<file path="config.mk">
export PLATFORM = sky130hd
export DESIGN_NAME = logic_unit_pipe
export DESIGN_NICKNAME = d
export VERILOG_FILES = /design/src/rtl/logic_unit_pipe.sv
export SDC_FILE = /design/constraint.sdc
export NUM_CORES = 1
export LEC_CHECK = 0
export CAP_MARGIN = 20
export CORE_MARGIN = 3
export CORE_UTILIZATION = 45
export CTS_CLUSTER_SIZE = 25
export DETAILED_ROUTE_END_ITERATION = 10
export PLACE_DENSITY = 0.71
export SYNTH_ARGS = -nofsm -noshare
export SYNTH_HDL_FRONTEND = slang
export SYNTH_SLANG_ARGS = --single-unit
</file>
<file path="constraint.sdc">
create_clock -name clk -period 9.6 [get_ports clk]
set_input_delay 2.88 -clock clk [delete_from_list [all_inputs] [get_ports clk]]
set_output_delay 2.88 -clock clk [all_outputs]
set_load 0.01 [all_outputs]
</file>
<file path="src/rtl/logic_unit_pipe.sv">
// logic_unit_pipe: registered bitwise logic unit with valid/ready handshakes.
// Single beats produce f_op(a,b) directly. In accumulate mode, a multi-beat
// packet is folded into one result using the op captured on the first beat.
module logic_unit_pipe #(
    parameter int WIDTH = 8,
    parameter int CNT_W = 8
) (
    input  logic             clk,
    input  logic             rst,
    input  logic             in_valid,
    output logic             in_ready,
    input  logic [WIDTH-1:0] a,
    input  logic [WIDTH-1:0] b,
    input  logic [2:0]       op,
    input  logic             acc_mode,
    input  logic             acc_last,
    output logic             out_valid,
    input  logic             out_ready,
    output logic [WIDTH-1:0] y,
    output logic             red_and,
    output logic             red_or,
    output logic             red_xor,
    output logic [CNT_W-1:0] beat_cnt
);

    typedef enum logic {IDLE, ACC} state_t;

    state_t           state, state_nxt;
    logic [WIDTH-1:0] acc, acc_nxt;
    logic [2:0]       op_q, op_q_nxt, op_eff;
    logic [CNT_W-1:0] cnt, cnt_nxt, cnt_inc, emit_cnt;
    logic [WIDTH-1:0] r, fold, emit_y;
    logic             accept, emit;

    function automatic logic [WIDTH-1:0] f_op(input logic [2:0] sel,
                                              input logic [WIDTH-1:0] x,
                                              input logic [WIDTH-1:0] z);
        logic [WIDTH-1:0] res;
        case (sel)
            3'b000:  res = x & z;
            3'b001:  res = x | z;
            3'b010:  res = ~(x & z);
            3'b011:  res = ~(x | z);
            3'b100:  res = x ^ z;
            3'b101:  res = ~(x ^ z);
            3'b110:  res = ~x;
            default: res = x;
        endcase
        return res;
    endfunction

    // A new beat is only taken when the output register is free or draining.
    assign in_ready = !rst && (!out_valid || out_ready);
    assign accept   = in_valid && in_ready;

    // Inside a packet the captured op governs every beat.
    assign op_eff  = (state == ACC) ? op_q : op;
    assign r       = f_op(op_eff, a, b);
    // NOT/PASS are unary, so folding them just keeps the newest beat result.
    assign fold    = (op_q[2:1] == 2'b11) ? r : f_op(op_q, acc, r);
    assign cnt_inc = (cnt == {CNT_W{1'b1}}) ? cnt : cnt + CNT_W'(1);

    // Next-state logic: decides whether a beat starts, extends or closes a packet.
    always_comb begin
        state_nxt = state;
        acc_nxt   = acc;
        op_q_nxt  = op_q;
        cnt_nxt   = cnt;
        emit      = 1'b0;
        emit_y    = r;
        emit_cnt  = CNT_W'(1);
        case (state)
            IDLE: begin
                if (accept) begin
                    if (acc_mode && !acc_last) begin
                        acc_nxt   = r;
                        op_q_nxt  = op;
                        cnt_nxt   = CNT_W'(1);
                        state_nxt = ACC;
                    end else begin
                        emit = 1'b1;
                    end
                end
            end
            ACC: begin
                if (accept) begin
                    cnt_nxt = cnt_inc;
                    if (acc_last) begin
                        emit      = 1'b1;
                        emit_y    = fold;
                        emit_cnt  = cnt_inc;
                        state_nxt = IDLE;
                    end else begin
                        acc_nxt = fold;
                    end
                end
            end
            default: state_nxt = IDLE;
        endcase
    end

    // Packet state registers; reset drops any half-built packet.
    always_ff @(posedge clk or posedge rst) begin
        if (rst) begin
            state <= IDLE;
            acc   <= '0;
            op_q  <= 3'b000;
            cnt   <= '0;
        end else begin
            state <= state_nxt;
            acc   <= acc_nxt;
            op_q  <= op_q_nxt;
            cnt   <= cnt_nxt;
        end
    end

    // Output register: loads on emit, holds while stalled, clears once drained.
    always_ff @(posedge clk or posedge rst) begin
        if (rst) begin
            out_valid <= 1'b0;
            y         <= '0;
            red_and   <= 1'b0;
            red_or    <= 1'b0;
            red_xor   <= 1'b0;
            beat_cnt  <= '0;
        end else if (emit) begin
            out_valid <= 1'b1;
            y         <= emit_y;
            red_and   <= &emit_y;
            red_or    <= |emit_y;
            red_xor   <= ^emit_y;
            beat_cnt  <= emit_cnt;
        end else if (out_ready) begin
            out_valid <= 1'b0;
        end
    end

endmodule
</file>
After elaboration in Yosys (flattened, before gate mapping)

Cells that the tools add are included.

Register bits: 40
Input port bits: 25
Output and inout bits: 21
Word-level logic and storage cells: 92

Add/subtract/negate cells: 1
Eq/ne operators: 18
Muxes and demuxes: 32
Bitwise logic cells: 15
Reductions and logical operators: 16

Operators by type and width:

| operator            | number |
|---|---|
| $mux 8              | 15 |
| $pmux 8 s7          | 2 |
| $not 8->8           | 8 |
| $pmux 8 s2          | 2 |
| $eq 3x3->1 const B  | 6 |
| $and 8x8->8         | 2 |
| $or 8x8->8          | 2 |
| $xor 8x8->8         | 2 |
| $eq 3x2->1 const B  | 4 |
| $mux 1              | 10 |
| $add 8x1->8 const B | 1 |
| $eq 8x8->1 const B  | 1 |
| $reduce_and 8->1    | 1 |
| $reduce_or 8->1     | 1 |
| $reduce_xor 8->1    | 1 |
| $eq 3x1->1 const B  | 2 |
| $logic_not 3->1     | 2 |
| $ne 2x2->1 const B  | 3 |
| $reduce_and 3->1    | 2 |
| $pmux 1 s2          | 2 |
| $reduce_and 4->1    | 1 |
| $logic_and 1x1->1   | 3 |
| $logic_not 1->1     | 3 |
| $mux 3              | 1 |
| other kinds (5)     | 5 |

Depth between registers and ports, before layout

Depth in word-level cells: 11
Gate-level depth with buffers: 20
Depth with buffers taken out: 19

Worst setup path before layout

Ideal clock, no wire load.

Kind: in2out
From: input port rst
To: output port in_ready
Data arrival time: 4043 ps
Data required time: 6720 ps
Setup slack: 2677 ps
Stages on the path: 2
Buffers on the path: 0
Cell sequence: inv_1 -> and2_1

Word-level cells in the longest chain between the ends: 2

RTL lines:

| what                             | RTL line | text |
|---|---|---|
| from (decl)                      | 9        | `input logic rst,` |
| $logic_not 1->1 (no source line) | n/a      |  |
| $logic_and 1x1->1                | 53       | `assign in_ready = !rst && (!out_valid \|\| out_ready);` |
| to (decl)                        | 11       | `output logic in_ready,` |

Every way passes these cells.

Worst setup path in the final report

Same ends and word-level chain as after synthesis.

==> metrics.log <==
INFO  metric antennaDiodeCount = 0
INFO  metric total_overflow_reported_by_the_global_router = 0
INFO  metric timing_worst_slew_pin_value = 962.2 ps
INFO  metric routed_wl = 8.595 mm
INFO  metric regArea = 1001 um2
INFO  metric rsz0062_at_grt = false
INFO  metric synth-seq-area-share = 0.2689
INFO  metric detailroute.via_count = 3214
INFO  metric worstHoldEndpoint = red_and$_DFFE_PP0P_
INFO  metric setup.reg_to_reg.worst_slack = 5330 ps
INFO  metric cp_max_fo = 43
INFO  metric clk_pin_slew_worst_paths = 80 ps
INFO  metric cellLeakagePower = 0.001946 uW
INFO  metric synthesis.area = 3722 um2
INFO  metric initialDrtViolationCount = 138
INFO  metric cts_buffers = 5
INFO  metric synth_edf_count = 0
INFO  metric standard_cell_core_area = 7888 um2
INFO  metric num_io_pins = 46
INFO  metric status = complete, no violations
INFO  metric achievable-frequency = 0.1350 GHz
INFO  metric worst-r2r-cell-count = 14
INFO  metric final_cell_mix = sky130_fd_sc_hd__clkdlybuf4s50_1 (45), sky130_fd_sc_hd__ha_1 (40), sky130_fd_sc_hd__dfrtp_1 (40)
INFO  metric use_met3 = 0.03317
INFO  metric floorplan.initialDensity = 0.4719
INFO  metric synth_ff_type = sky130_fd_sc_hd__dfrtp_1
INFO  metric cts_resized = 0
INFO  metric power-per-cell-area = 218.9 nW/um2
INFO  metric layout-drive-gt1-share = 0.1009
INFO  metric clock_latency = 300 ps
INFO  metric fin_crit = 7409 ps
INFO  metric endpoint_kind = primary output
INFO  metric num_rows = 32
INFO  metric filler_cell_count = 708
INFO  metric groute.layer.met1.usage = 0.2433
INFO  metric count_of_final_setup_violators = 0
INFO  metric wl_per_cell = 15.13 um
INFO  metric final_hold_violating_endpoints = 0
INFO  metric htreeDepth = 2
INFO  metric area_overhead_vs_synth = 16.34%
INFO  metric antenna_found_initial = 0
INFO  metric global_router_s_overall_resource_usage = 0.1840
INFO  metric grt_pass1_vias = 3141
INFO  metric max_ir_drop_vdd = 0.08199 mV
INFO  metric cts_root_buf = sky130_fd_sc_hd__clkbuf_8
INFO  metric worstHoldStart = red_and$_DFFE_PP0P_
INFO  metric tns = 0 ps
INFO  metric multiInputGateArea = 2436 um2
INFO  metric grtUsageMet2 = 0.3015
INFO  metric max_slew_margin = 0.3585
INFO  metric finalCritPeriodShare = 0.7718
INFO  metric final-max-slew-violation-count = 0
INFO  metric syn-mean-instance-area = 8.636 um2
INFO  metric post-layout-total-power = 947.9 uW
INFO  metric synth-warning-count = 0
INFO  metric cts.sink_count = 40
INFO  metric ant_nets = 0
INFO  metric cts_post_setup_buffers_inserted = 0
INFO  metric fin_worst_skew = 3.772 ps
INFO  metric drtPass1Iterations = 4
INFO  metric setup.worst_path.class = input pin to primary output
INFO  metric layout_net_count = 530
INFO  metric worst_r2r_endpoint = red_or$_DFFE_PP0P_
INFO  metric grt_pass1_wl = 14.67 mm
INFO  metric placement.io_buffers = 45
INFO  metric floorplan.die_area = 9399 um2
INFO  metric timing.critical_path.required = 6720 ps
INFO  metric rr_startpoint = op_q[1]$_DFFE_PP0P_
INFO  metric synth.net_count = 496
INFO  metric die_x = 96.95 um
INFO  metric clock_tree_from_tritoncts = built
INFO  metric largest_net_degree_at_the_start_of_global_routing = 44
INFO  metric chipHeight = 96.95 um
INFO  metric routed_via_density = 5.658
INFO  metric gpl.final_weighted_congestion = 0.7846
INFO  metric class_of_the_worst_hold_path = flip-flop to flip-flop
INFO  metric signal_arrival_time_at_the_worst_endpoint = 4530 ps
INFO  metric drc = 0
INFO  metric most_common_library_cell_in_the_layout_ignoring_fill_and_taps = sky130_fd_sc_hd__clkdlybuf4s50_1
INFO  metric synth.ff_latch_count = 40
INFO  metric max_cap_violations = 0
INFO  metric dp_hpwl = 6.253 mm
INFO  metric hold_buffers = 0
INFO  metric netlist-cell-type-count = 59
INFO  metric clk_path_buf_depth = 2
INFO  metric hold_path_depth = 2
INFO  metric cp-start-kind = input pin
INFO  metric syn-instance-count = 431
INFO  metric asyncSetResetFlopFracSynth = 1.000
INFO  metric grt_most_used_layer = met2
Yosys cell counts, types with 2 or more instances:
cell / number / share of area
sky130_fd_sc_hd__o31ai_1: 2 / 0.0040
sky130_fd_sc_hd__nand2_1: 31 / 0.031
sky130_fd_sc_hd__o22ai_1: 8 / 0.013
sky130_fd_sc_hd__o21ai_0: 23 / 0.031
sky130_fd_sc_hd__nor2_1: 38 / 0.038
sky130_fd_sc_hd__xor2_1: 10 / 0.024
sky130_fd_sc_hd__mux2i_4: 2 / 0.012
sky130_fd_sc_hd__a211oi_1: 11 / 0.022
sky130_fd_sc_hd__buf_6: 4 / 0.012
sky130_fd_sc_hd__xnor2_1: 18 / 0.042
sky130_fd_sc_hd__nand4_1: 4 / 0.0067
sky130_fd_sc_hd__nor3_1: 4 / 0.0054
sky130_fd_sc_hd__buf_2: 9 / 0.012
sky130_fd_sc_hd__ha_1: 40 / 0.13
sky130_fd_sc_hd__or2_2: 6 / 0.010
sky130_fd_sc_hd__a21o_1: 8 / 0.016
sky130_fd_sc_hd__o21a_1: 3 / 0.0060
sky130_fd_sc_hd__nand2b_1: 5 / 0.0084
sky130_fd_sc_hd__inv_1: 38 / 0.038
sky130_fd_sc_hd__and2_1: 3 / 0.0050
sky130_fd_sc_hd__a21oi_1: 24 / 0.032
sky130_fd_sc_hd__o21bai_1: 2 / 0.0040
sky130_fd_sc_hd__buf_4: 3 / 0.0060
sky130_fd_sc_hd__mux2_2: 9 / 0.027
sky130_fd_sc_hd__a21oi_2: 2 / 0.0047
sky130_fd_sc_hd__clkbuf_1: 6 / 0.0060
sky130_fd_sc_hd__o211a_4: 2 / 0.0094
sky130_fd_sc_hd__a31oi_1: 3 / 0.0050
sky130_fd_sc_hd__o211ai_1: 5 / 0.010
sky130_fd_sc_hd__a221oi_1: 4 / 0.0094
sky130_fd_sc_hd__o221a_2: 4 / 0.012
sky130_fd_sc_hd__o22a_1: 2 / 0.0047
sky130_fd_sc_hd__nand3b_1: 2 / 0.0040
sky130_fd_sc_hd__dfrtp_1: 40 / 0.27
sky130_fd_sc_hd__or2_1: 2 / 0.0034
sky130_fd_sc_hd__mux2i_1: 12 / 0.032
sky130_fd_sc_hd__mux2_4: 3 / 0.012
sky130_fd_sc_hd__nand3_1: 15 / 0.020
sky130_fd_sc_hd__a22o_1: 4 / 0.0094
logic make-up (layout without fill, tap and decap cells):
group	Yosys count	count (layout)	share of synthesized area
buffers and inverters	62	97	0.07664
muxes	27	27	0.08672
DFF	40	40	0.2689
xor gates and xnor gates	28	28	0.06588
adders and majority gates	40	40	0.1345
and+or+nand+nor	116	116	0.1435
AOI/OAI and AO/OA	118	118	0.2239
report_power, final:
group          internal, uW  switching (uW)  leakage (uW)  total (uW)
Combinational           266             276       0.00140         542
Clock                  77.0            62.7     0.0000541         140
Sequential              217            48.9      0.000493         266
Total                   561             387       0.00195         948
worst max path at each step:
| stage | cells after the start | start | end | slack, ps |
|---|---|---|---|---|
| 2_1_floorplan | 2 | rst | in_ready | 2680 |
| 3_3_place_gp | 5 | rst | in_ready | 2180 |
| 3_5_place_dp | 18 | op[2] | red_or$_DFFE_PP0P_ | 2080 |
| 4_1_cts | 5 | rst | in_ready | 2140 |
| 5_1_grt | 5 | rst | in_ready | 2040 |
| 6_report | 5 | rst | in_ready | 2190 |
per-layer routing:
layer	share of wire	wire length [um]
met1	0.46	3915
met4	0.025	211
met3	0.045	384
met5	0	0
met2	0.48	4083
layout make-up:
| class | count | share of cell area |
|---|---|---|
| inverters | 39 | 0.03381 |
| clock inverters | 3 | 0.009824 |
| multi-input cells | 329 | 0.5626 |
| flip-flops and latches | 40 | 0.2311 |
| repair buffers | 50 | 0.1173 |
| clock buffers | 5 | 0.01589 |
| well taps | 102 | 0.02947 |
flip-flops by register name, summed over array words and instances, names as in the netlist:
signal     count
op_q           3
y              8
out_valid      1
red_or         1
cnt            8
beat_cnt       8
acc            8
red_and        1
red_xor        1
state          1
metrics by stage:
stage / cells / hold slack (ps) / area (um2) / setup slack [ps] / utilization
floorplan: 431 / 478.2 / 3722 / 2677 / -
global placement: 558 / 469.5 / 4184 / 2177 / 0.5305
detailed placement: 558 / 471.5 / 4184 / 2084 / 0.5305
CTS: 566 / 490.3 / 4295 / 2141 / 0.5446
global route: 568 / 501.1 / 4330 / 2039 / 0.5490
finish: 568 / 488.1 / 4330 / 2191 / 0.5490
worst max-delay path, cell delays in order:
cell and delay (ps):
sky130_fd_sc_hd__clkdlybuf4s50_1 400, sky130_fd_sc_hd__inv_1 50, sky130_fd_sc_hd__buf_4 440, sky130_fd_sc_hd__and2_1 210, sky130_fd_sc_hd__clkdlybuf4s50_1 530
(Power assumes the default switching activity.)
